File: config.mk
export PLATFORM = sky130hd
export DESIGN_NAME = accum_scheduler_flat
export DESIGN_NICKNAME = d
export VERILOG_FILES = /design/src/rtl/accum_scheduler_if.sv /design/src/rtl/accum_scheduler.sv /design/src/flat_wrapper.sv
export SDC_FILE = /design/constraint.sdc
export NUM_CORES = 1
export LEC_CHECK = 0
export BUFFER_PORTS_ARGS = -buffer_cell sky130_fd_sc_hd__buf_2
export CORE_UTILIZATION = 46
export DETAILED_ROUTE_END_ITERATION = 7
export PLACE_DENSITY = 0.77
export SYNTH_ARGS = -nofsm -noshare
export SYNTH_HDL_FRONTEND = slang
export SYNTH_SLANG_ARGS = --single-unit
File: constraint.sdc
create_clock -name clock -period 4.7 [get_ports clock]
set_clock_uncertainty 0.1 [all_clocks]
set_input_delay 0.94 -clock clock [delete_from_list [all_inputs] [get_ports clock]]
set_output_delay 0.94 -clock clock [all_outputs]
set_load 0.05 [all_outputs]
File: src/rtl/accum_scheduler_if.sv
// Requester-side handshake bundle for accum_scheduler: per-requester valid/data in, one-hot ready out.
interface accum_scheduler_if #(
  parameter int unsigned N_REQ = 4,
  parameter int unsigned WIDTH = 8
);
  logic [N_REQ-1:0]       req_valid;
  logic [N_REQ*WIDTH-1:0] req_data;
  logic [N_REQ-1:0]       req_ready;

  // Requesters drive valid/data and observe ready.
  modport master (output req_valid, output req_data, input req_ready);
  // Scheduler observes valid/data and drives ready.
  modport slave (input req_valid, input req_data, output req_ready);
endinterface

File: src/rtl/accum_scheduler.sv
// Round-robin scheduler sharing one accumulator among N_REQ requesters, with a one-cycle clear sequence.
module accum_scheduler #(
  parameter int unsigned N_REQ = 4,
  parameter int unsigned WIDTH = 8
) (
  input  logic                     clock,
  input  logic                     reset,
  input  logic                     enable,
  input  logic                     clear_req,
  accum_scheduler_if.slave         req_bus,
  output logic [WIDTH-1:0]         acc_value,
  output logic                     acc_overflow,
  output logic [$clog2(N_REQ)-1:0] grant_id,
  output logic                     grant_valid,
  output logic                     clear_done
);
  localparam int unsigned ID_W = $clog2(N_REQ);

  typedef enum logic [1:0] {IDLE = 2'd0, RUN = 2'd1, CLEAR = 2'd2} state_t;

  state_t           state_q;
  state_t           state_d;
  logic [ID_W-1:0]  rr_ptr;
  logic [N_REQ-1:0] ready_c;
  logic             found_c;
  logic [ID_W-1:0]  idx_c;
  logic [ID_W-1:0]  sel_id_c;
  logic [WIDTH-1:0] sel_data_c;
  logic [WIDTH:0]   sum_c;
  logic             xfer_c;

  // Next-state logic; clear_req outranks enable and CLEAR always lasts one cycle.
  always_comb begin
    state_d = state_q;
    case (state_q)
      IDLE: begin
        if (clear_req)   state_d = CLEAR;
        else if (enable) state_d = RUN;
      end
      RUN: begin
        if (clear_req)    state_d = CLEAR;
        else if (!enable) state_d = IDLE;
      end
      CLEAR:   state_d = enable ? RUN : IDLE;
      default: state_d = IDLE;
    endcase
  end

  // Round-robin search from rr_ptr; first valid requester wins, only in RUN without a clear.
  always_comb begin
    ready_c = '0;
    found_c = 1'b0;
    idx_c   = '0;
    if (state_q == RUN && !clear_req) begin
      for (int unsigned k = 0; k < N_REQ; k++) begin
        idx_c = ID_W'((32'(rr_ptr) + k) % N_REQ);
        if (!found_c && req_bus.req_valid[idx_c]) begin
          ready_c[idx_c] = 1'b1;
          found_c        = 1'b1;
        end
      end
    end
  end

  // Mux out the winning addend and its index, and form the carry-extended sum.
  always_comb begin
    sel_id_c   = '0;
    sel_data_c = '0;
    for (int i = 0; i < int'(N_REQ); i++) begin
      if (ready_c[i]) begin
        sel_id_c   = ID_W'(i);
        sel_data_c = req_bus.req_data[i*WIDTH +: WIDTH];
      end
    end
    sum_c  = {1'b0, acc_value} + {1'b0, sel_data_c};
    xfer_c = |(req_bus.req_valid & ready_c);
  end

  assign req_bus.req_ready = ready_c;

  // State register, accumulator, pointer and registered status outputs.
  always_ff @(posedge clock) begin
    if (reset) begin
      state_q      <= IDLE;
      acc_value    <= '0;
      acc_overflow <= 1'b0;
      rr_ptr       <= '0;
      grant_id     <= '0;
      grant_valid  <= 1'b0;
      clear_done   <= 1'b0;
    end else begin
      state_q     <= state_d;
      grant_valid <= xfer_c;
      clear_done  <= (state_q == CLEAR);
      if (state_q == CLEAR) begin
        acc_value    <= '0;
        acc_overflow <= 1'b0;
      end else if (xfer_c) begin
        acc_value <= sum_c[WIDTH-1:0];
        if (sum_c[WIDTH]) acc_overflow <= 1'b1;
      end
      if (xfer_c) begin
        grant_id <= sel_id_c;
        rr_ptr   <= ID_W'((32'(sel_id_c) + 32'd1) % N_REQ);
      end
    end
  end
endmodule

File: src/flat_wrapper.sv
// flat-port wrapper written by rule: the top's interface ports become plain ports
module accum_scheduler_flat 
#(
  parameter int unsigned N_REQ = 4,
  parameter int unsigned WIDTH = 8
)
  (clock, reset, enable, clear_req, acc_value, acc_overflow, grant_id, grant_valid, clear_done, req_bus_req_valid, req_bus_req_data, req_bus_req_ready);
  accum_scheduler_if #(.N_REQ(N_REQ), .WIDTH(WIDTH)) req_bus_i ();
  input  logic clock;
  input  logic reset;
  input  logic enable;
  input  logic clear_req;
  output logic [WIDTH-1:0] acc_value;
  output logic acc_overflow;
  output logic [$clog2(N_REQ)-1:0] grant_id;
  output logic grant_valid;
  output logic clear_done;
  input wire logic [$bits(req_bus_i.req_valid)-1:0] req_bus_req_valid;
  input wire logic [$bits(req_bus_i.req_data)-1:0] req_bus_req_data;
  output wire logic [$bits(req_bus_i.req_ready)-1:0] req_bus_req_ready;
  assign req_bus_i.req_valid = req_bus_req_valid;
  assign req_bus_i.req_data = req_bus_req_data;
  assign req_bus_req_ready = req_bus_i.req_ready;
  accum_scheduler #(.N_REQ(N_REQ), .WIDTH(WIDTH)) u_core (.clock(clock), .reset(reset), .enable(enable), .clear_req(clear_req), .req_bus(req_bus_i), .acc_value(acc_value), .acc_overflow(acc_overflow), .grant_id(grant_id), .grant_valid(grant_valid), .clear_done(clear_done));
endmodule
# Word-level counts from Yosys, hierarchy flattened
# Index checks and enable logic that the tools add are counted.
# totals
elab_cells	88
out_inout_bits	17
register_bits	17
# classes
bitwise_logic	4
addsub	5
reduce_logical	17
eq_ne	4
muxes	43
n_lt_le_gt_ge	8
# ops
operator	count
2-to-1 mux 4 bit	8
2-to-1 mux 8 bit	4
2-to-1 mux 1 bit	16
less-than comparator 2 x 3 -> 1 bit, second input constant	4
2-to-1 mux 2 bit	6
bitwise OR 4 bit	3
adder 8 x 8 -> 9 bit	1
binary-select mux 1 bit (select 2 bit)	4
demux 1 bit (select 2 bit)	4
greater-or-equal comparator 2 x 1 -> 1 bit, second input constant	4
logical AND 1 bit	8
inequality test 3 bit, second input constant	2
case mux 2 bit (3 select lines)	1
adder 2 x 1 -> 2 bit, second input constant	2
adder 2 bit, second input constant	2
bitwise AND 4 bit	1
logical NOT 1 bit	4
AND reduction 2 bit	2
OR reduction 4 bit	1
equality test 2 x 1 -> 1 bit, second input constant	1
equality test 2 bit, second input constant	1
logical NOT 2 bit	1
OR reduction 2 bit	1

# Logic depth before layout (Yosys ltp)
# depth
depth_word	22
ltp_mapped	24

# Least setup slack after synthesis
# OpenSTA, ideal clock, no wires.
# synth_timing
path_kind	input to register
startpoint	input port req_bus_req_valid[1]
endpoint	register u_core.acc_value[7]
n_path_buf	1
setup_slack_ns	-0.560
arrival_time_ns	5.073
setup_ns	0.087
path_stages	16
cell_sequence	buf_2 -> or3b_1 -> a2111oi_2 -> o21ai_1 -> a31oi_2 -> nand2_1 -> or2_1 -> a32o_1 -> ha_1 -> a21o_1 -> a21oi_1 -> o21ai_0 -> a2111oi_0 -> nor3_1 -> xnor2_1 -> o31ai_1
# synth_rtl
element	line_no	text
start: declaration	flat_wrapper.sv:18	input wire logic [$bits(req_bus_i.req_valid)-1:0] req_bus_req_valid;
binary-select mux 1 bit (select 2 bit)	accum_scheduler.sv:57	if (!found_c && req_bus.req_valid[idx_c]) begin
2-to-1 mux 1 bit (not written as such)	accum_scheduler.sv:57	
2-to-1 mux 1 bit	accum_scheduler.sv:57	
2-to-1 mux 1 bit	accum_scheduler.sv:54	if (state_q == RUN && !clear_req) begin
logical NOT 1 bit	accum_scheduler.sv:57	
logical AND 1 bit	accum_scheduler.sv:57	
2-to-1 mux 1 bit	accum_scheduler.sv:57	
2-to-1 mux 1 bit	accum_scheduler.sv:54	
[... 3 more ...]	-	
2-to-1 mux 1 bit	accum_scheduler.sv:54	
logical NOT 1 bit	accum_scheduler.sv:57	
logical AND 1 bit	accum_scheduler.sv:57	
2-to-1 mux 4 bit (*)	accum_scheduler.sv:57	
2-to-1 mux 4 bit (*)	accum_scheduler.sv:54	
via req_bus_req_ready[1]	flat_wrapper.sv:20	output wire logic [$bits(req_bus_i.req_ready)-1:0] req_bus_req_ready;
2-to-1 mux 8 bit (3 in a row)	accum_scheduler.sv:70	if (ready_c[i]) begin
adder 8 x 8 -> 9 bit	accum_scheduler.sv:75	sum_c = {1'b0, acc_value} + {1'b0, sel_data_c};
end signal: assignment	accum_scheduler.sv:99	acc_value <= sum_c[WIDTH-1:0];
end: declaration	accum_scheduler.sv:11	output logic [WIDTH-1:0] acc_value,
# The timed path passes the listed nets; every way through them passes the cells marked *. The select of a mux whose other input is x is not followed.
# A chain may end at the register's enable or synchronous reset.

# Final worst setup path
# layout_timing
startpoint	input port req_bus_req_valid[2]
endpoint	register u_core.acc_overflow
# layout_via
elab_chain_len	22
# layout_lines
element	line_no	text
binary-select mux 1 bit (select 2 bit)	accum_scheduler.sv:57	
2-to-1 mux 1 bit (not written as such)	accum_scheduler.sv:57	
2-to-1 mux 1 bit	accum_scheduler.sv:57	
2-to-1 mux 1 bit	accum_scheduler.sv:54	
logical NOT 1 bit	accum_scheduler.sv:57	
logical AND 1 bit	accum_scheduler.sv:57	
2-to-1 mux 1 bit	accum_scheduler.sv:57	
2-to-1 mux 1 bit	accum_scheduler.sv:54	
[... 3 more ...]	-	
2-to-1 mux 1 bit	accum_scheduler.sv:54	
logical NOT 1 bit	accum_scheduler.sv:57	
logical AND 1 bit	accum_scheduler.sv:57	
2-to-1 mux 4 bit	accum_scheduler.sv:57	
2-to-1 mux 4 bit	accum_scheduler.sv:54	
2-to-1 mux 8 bit (4 in a row)	accum_scheduler.sv:70	
adder 8 x 8 -> 9 bit	accum_scheduler.sv:75	
AND reduction 2 bit (no line) (*)	-	
end signal: assignment	accum_scheduler.sv:86	acc_overflow <= 1'b0;
end signal: assignment	accum_scheduler.sv:97	acc_overflow <= 1'b0;
end signal: assignment	accum_scheduler.sv:100	if (sum_c[WIDTH]) acc_overflow <= 1'b1;
end: declaration	accum_scheduler.sv:12	output logic acc_overflow,
# Every way passes the cells marked *; elsewhere a longest branch is shown, timed or not. The select of a mux whose other input is x is not followed.

==> qor.txt <==
Status: complete, no violations
Clk sinks: 17
First-pass GRT wire length: 6858 um
Worst-path cell chain: buf_2 -> or3b_4 -> a2111oi_4 -> o21a_1 -> nor3_4 -> buf_4 -> nand2_2 -> buf_4 -> o22ai_1 -> o31ai_2 -> ha_2 -> inv_1 -> fa_1 -> nor2b_1 -> o21ai_0 -> a21boi_1 -> o21a_1 -> o21ai_0 -> a21boi_1 -> o311a_1
Initial antenna violation count: 0
Top-level I/O count: 57
Worst Hold Launch: u_core.acc_value[7]
Commonest non-fill, non-tap cell in the layout: buf_2
Skew-Pair Late Insertion Delay: 0.29 ns
Top cell type's share of synthesized area: 20.70%
Area leader, netlist: dfxtp_1
Initial Utilization: 48.50%
DR vias/cell: 5.486
Final min period: 4.428 ns
Power per cell area: 139.0 nW/um^2
Post-synthesis sequential area ratio: 20.70%
Final wirelength: 4497 um
VDD IR max: 0.0001317 V
# rows: 21
Fill cell count: 286
Height of the die: 61.79 um
Nets: 335
CTS tree: built
Net Count, Synth: 257
Asr flop ratio synth: 0%
Layout cell share with drive strength beyond 1: 41.16%
Final ANT Viol Nets: 0
Final Worst Setup Slack: 0.2716 ns
Placement Setup Slack: -0.2336 ns
Worst flop-to-flop path endpoint: u_core.acc_overflow
Number of global-route vias before repair: 1514
Worst EP arrival: 4.58 ns
Post-synthesis cell type count: 55
Final Cycle Share: 94.22%
Number of synthesis warnings: 0
Total core area: 3390 um^2
R2R depth: 20
RSZ-0062 raised after global routing: false
Clock transition at path regs: 0.10 ns
Max Cap Violations: 0
H-tree levels: 1
Wirelength per Cell: 13.92 um
WHS Endpoint: u_core.acc_value[7]
Area contributors post-synth: dfxtp_1, ha_1, a21oi_1
Max-slew violations: 0
Most frequent cells in the layout: buf_2, buf_4, dfxtp_1
Setup TNS: 0 ns
All-Layer GR Usage: 24.19%
Internal reg-to-reg setup slack: 0.32 ns
Crit-path max cell delay: 0.41 ns
Hold depth: 2
IO Port Bufs: 56
DP Wirelength: 3620 um
CP max-delay cell: or3b_4
Area Overhead vs Synth: 36.76%
Ant diodes: 0
FF-to-FF Start: u_core.rr_ptr[1]
Slew @ Worst Pin: 0.5324 ns
Crit path capture type: flip-flop
1st-pass router iterations: 4
Seq cells post-synth: 17
Total CTS buffers: 3
Slew headroom: 64.50%
Post-Syn Area: 1644 um^2
Final setup vio count: 0
CTS Buffer Depth: 2
Largest net degree at the start of global routing: 13
Crit Path Class: in -> reg
Grt total ovfl: 0
Vias: 1772
CP required: 4.85 ns
Root Driver: clkbuf_4
Mapped Cells: 200
Die area: 3817 um^2
Most used flip-flop cell after synthesis: dfxtp_1
P_leak: 1.018 nW
Hold Vio Cnt, Final: 0
HP Class: reg -> reg
Fmax: 225.8 MHz
Crit Path Max Fanout: 9
Die Span X: 61.79 um
Drt drc: 0
Post-synth EDFFs: 0
Mean Syn Cell Area: 8.220 um^2
Crit start category: input port
Violation count after the first detailed-route iteration: 97
GP Congestion: 0.9043
[stage by stage]
stage	instance area (um^2)	hold slack, ns	util, %	power (mW)	cells
CTS	2228	0.3951	65.74	0.3104	323
global placement	2198	0.3782	64.86	0.2314	319
finish	2248	0.3973	66.33	0.3125	323
floorplan	1717	0.3752	-	0.1972	200
detailed placement	2198	0.3796	64.86	0.2329	319
global route	2248	0.4196	66.33	0.3312	323
[what timing repair did]
item	CTS	global route
resized for setup	1	5
pin swaps	0	2
hold buffers	0	0
endpoints found under the setup margin	1	3
gates cloned	0	0
buffers inserted	0	0
[layout make-up]
type | count | area (um^2) | share of cell area, %
Clock buffer | 3 | 22.52 | 1.002
Multi-Input combinational cell | 159 | 1267 | 56.37
Inverter | 11 | 48.80 | 2.170
Tap cell | 46 | 57.56 | 2.560
Clock inverter | 1 | 5.005 | 0.2226
Timing Repair Buffer | 86 | 505.5 | 22.48
Sequential cell | 17 | 341.6 | 15.19
[Yosys cell counts (2+ instances only)]
master	count
dfxtp_1	17
a21oi_1	16
ha_1	16
nand2_1	16
o31ai_1	10
inv_1	9
nand3_1	9
o21ai_0	9
buf_2	8
o22ai_1	7
nor2b_1	6
nor2_1	5
o21a_1	5
nand4_1	4
nor3_1	4
mux4_2	3
nand2b_1	3
nand3b_1	3
xnor2_1	3
a2111oi_2	2
a21boi_0	2
a21o_1	2
a22o_1	2
a22oi_1	2
buf_6	2
inv_2	2
mux2i_1	2
o211ai_1	2
or2_1	2
or3b_1	2
[kinds of logic after synthesis]
group                      synth area share [%]
xor gates and xnor gates                  2.131
DFF                                       20.70
adders and majority gates                 13.39
muxes                                     6.012
buffers and inverters                     7.230
AOI/OAI and AO/OA                         30.36
and+or+nand+nor                           20.17
[sequential cells by signal, summed over array words and instances, names as in the netlist]
name,cells
u_core.rr_ptr,2
u_core.grant_id,2
u_core.acc_value,8
u_core.acc_overflow,1
u_core.state_q,2
u_core.grant_valid,1
u_core.clear_done,1
[metal layers]
metal  track usage (%)  wire, um
met2             42.24      2180
met3             5.590       215
met1             31.57      2083
met5                 0         0
met4             2.222        18
[worst max-delay path, delay by kind of cell]
family	cells	cell delay [ns]
AND/OR/NAND/NOR	4	0.67
AO/OA/AOI/OAI	10	1.82
buffers and inverters	4	0.50
adder cells (fa/ha/maj)	2	0.65
[power by group]
part / internal [mW] / switching, mW / leakage, nW
registers: 0.146 / 0.00139 / 0.138
clock network: 0.0317 / 0.0496 / 0.0177
logic: 0.0415 / 0.0421 / 0.863
total: 0.219 / 0.0930 / 1.02
[worst max path at each step]
stage                          end            startpoint  cells past startpoint  slack [ns]
2_1_floorplan  u_core.acc_overflow  req_bus_req_valid[0]                     22       0.006
3_3_place_gp   u_core.acc_overflow  req_bus_req_valid[2]                     20       -0.20
3_5_place_dp   u_core.acc_overflow  req_bus_req_valid[0]                     20       -0.23
4_1_cts        u_core.acc_overflow      u_core.rr_ptr[1]                     20       0.002
5_1_grt        u_core.acc_overflow      u_core.rr_ptr[1]                     20       0.003
6_report       u_core.acc_overflow  req_bus_req_valid[2]                     20        0.27
Power figures use the tool's default switching activity.
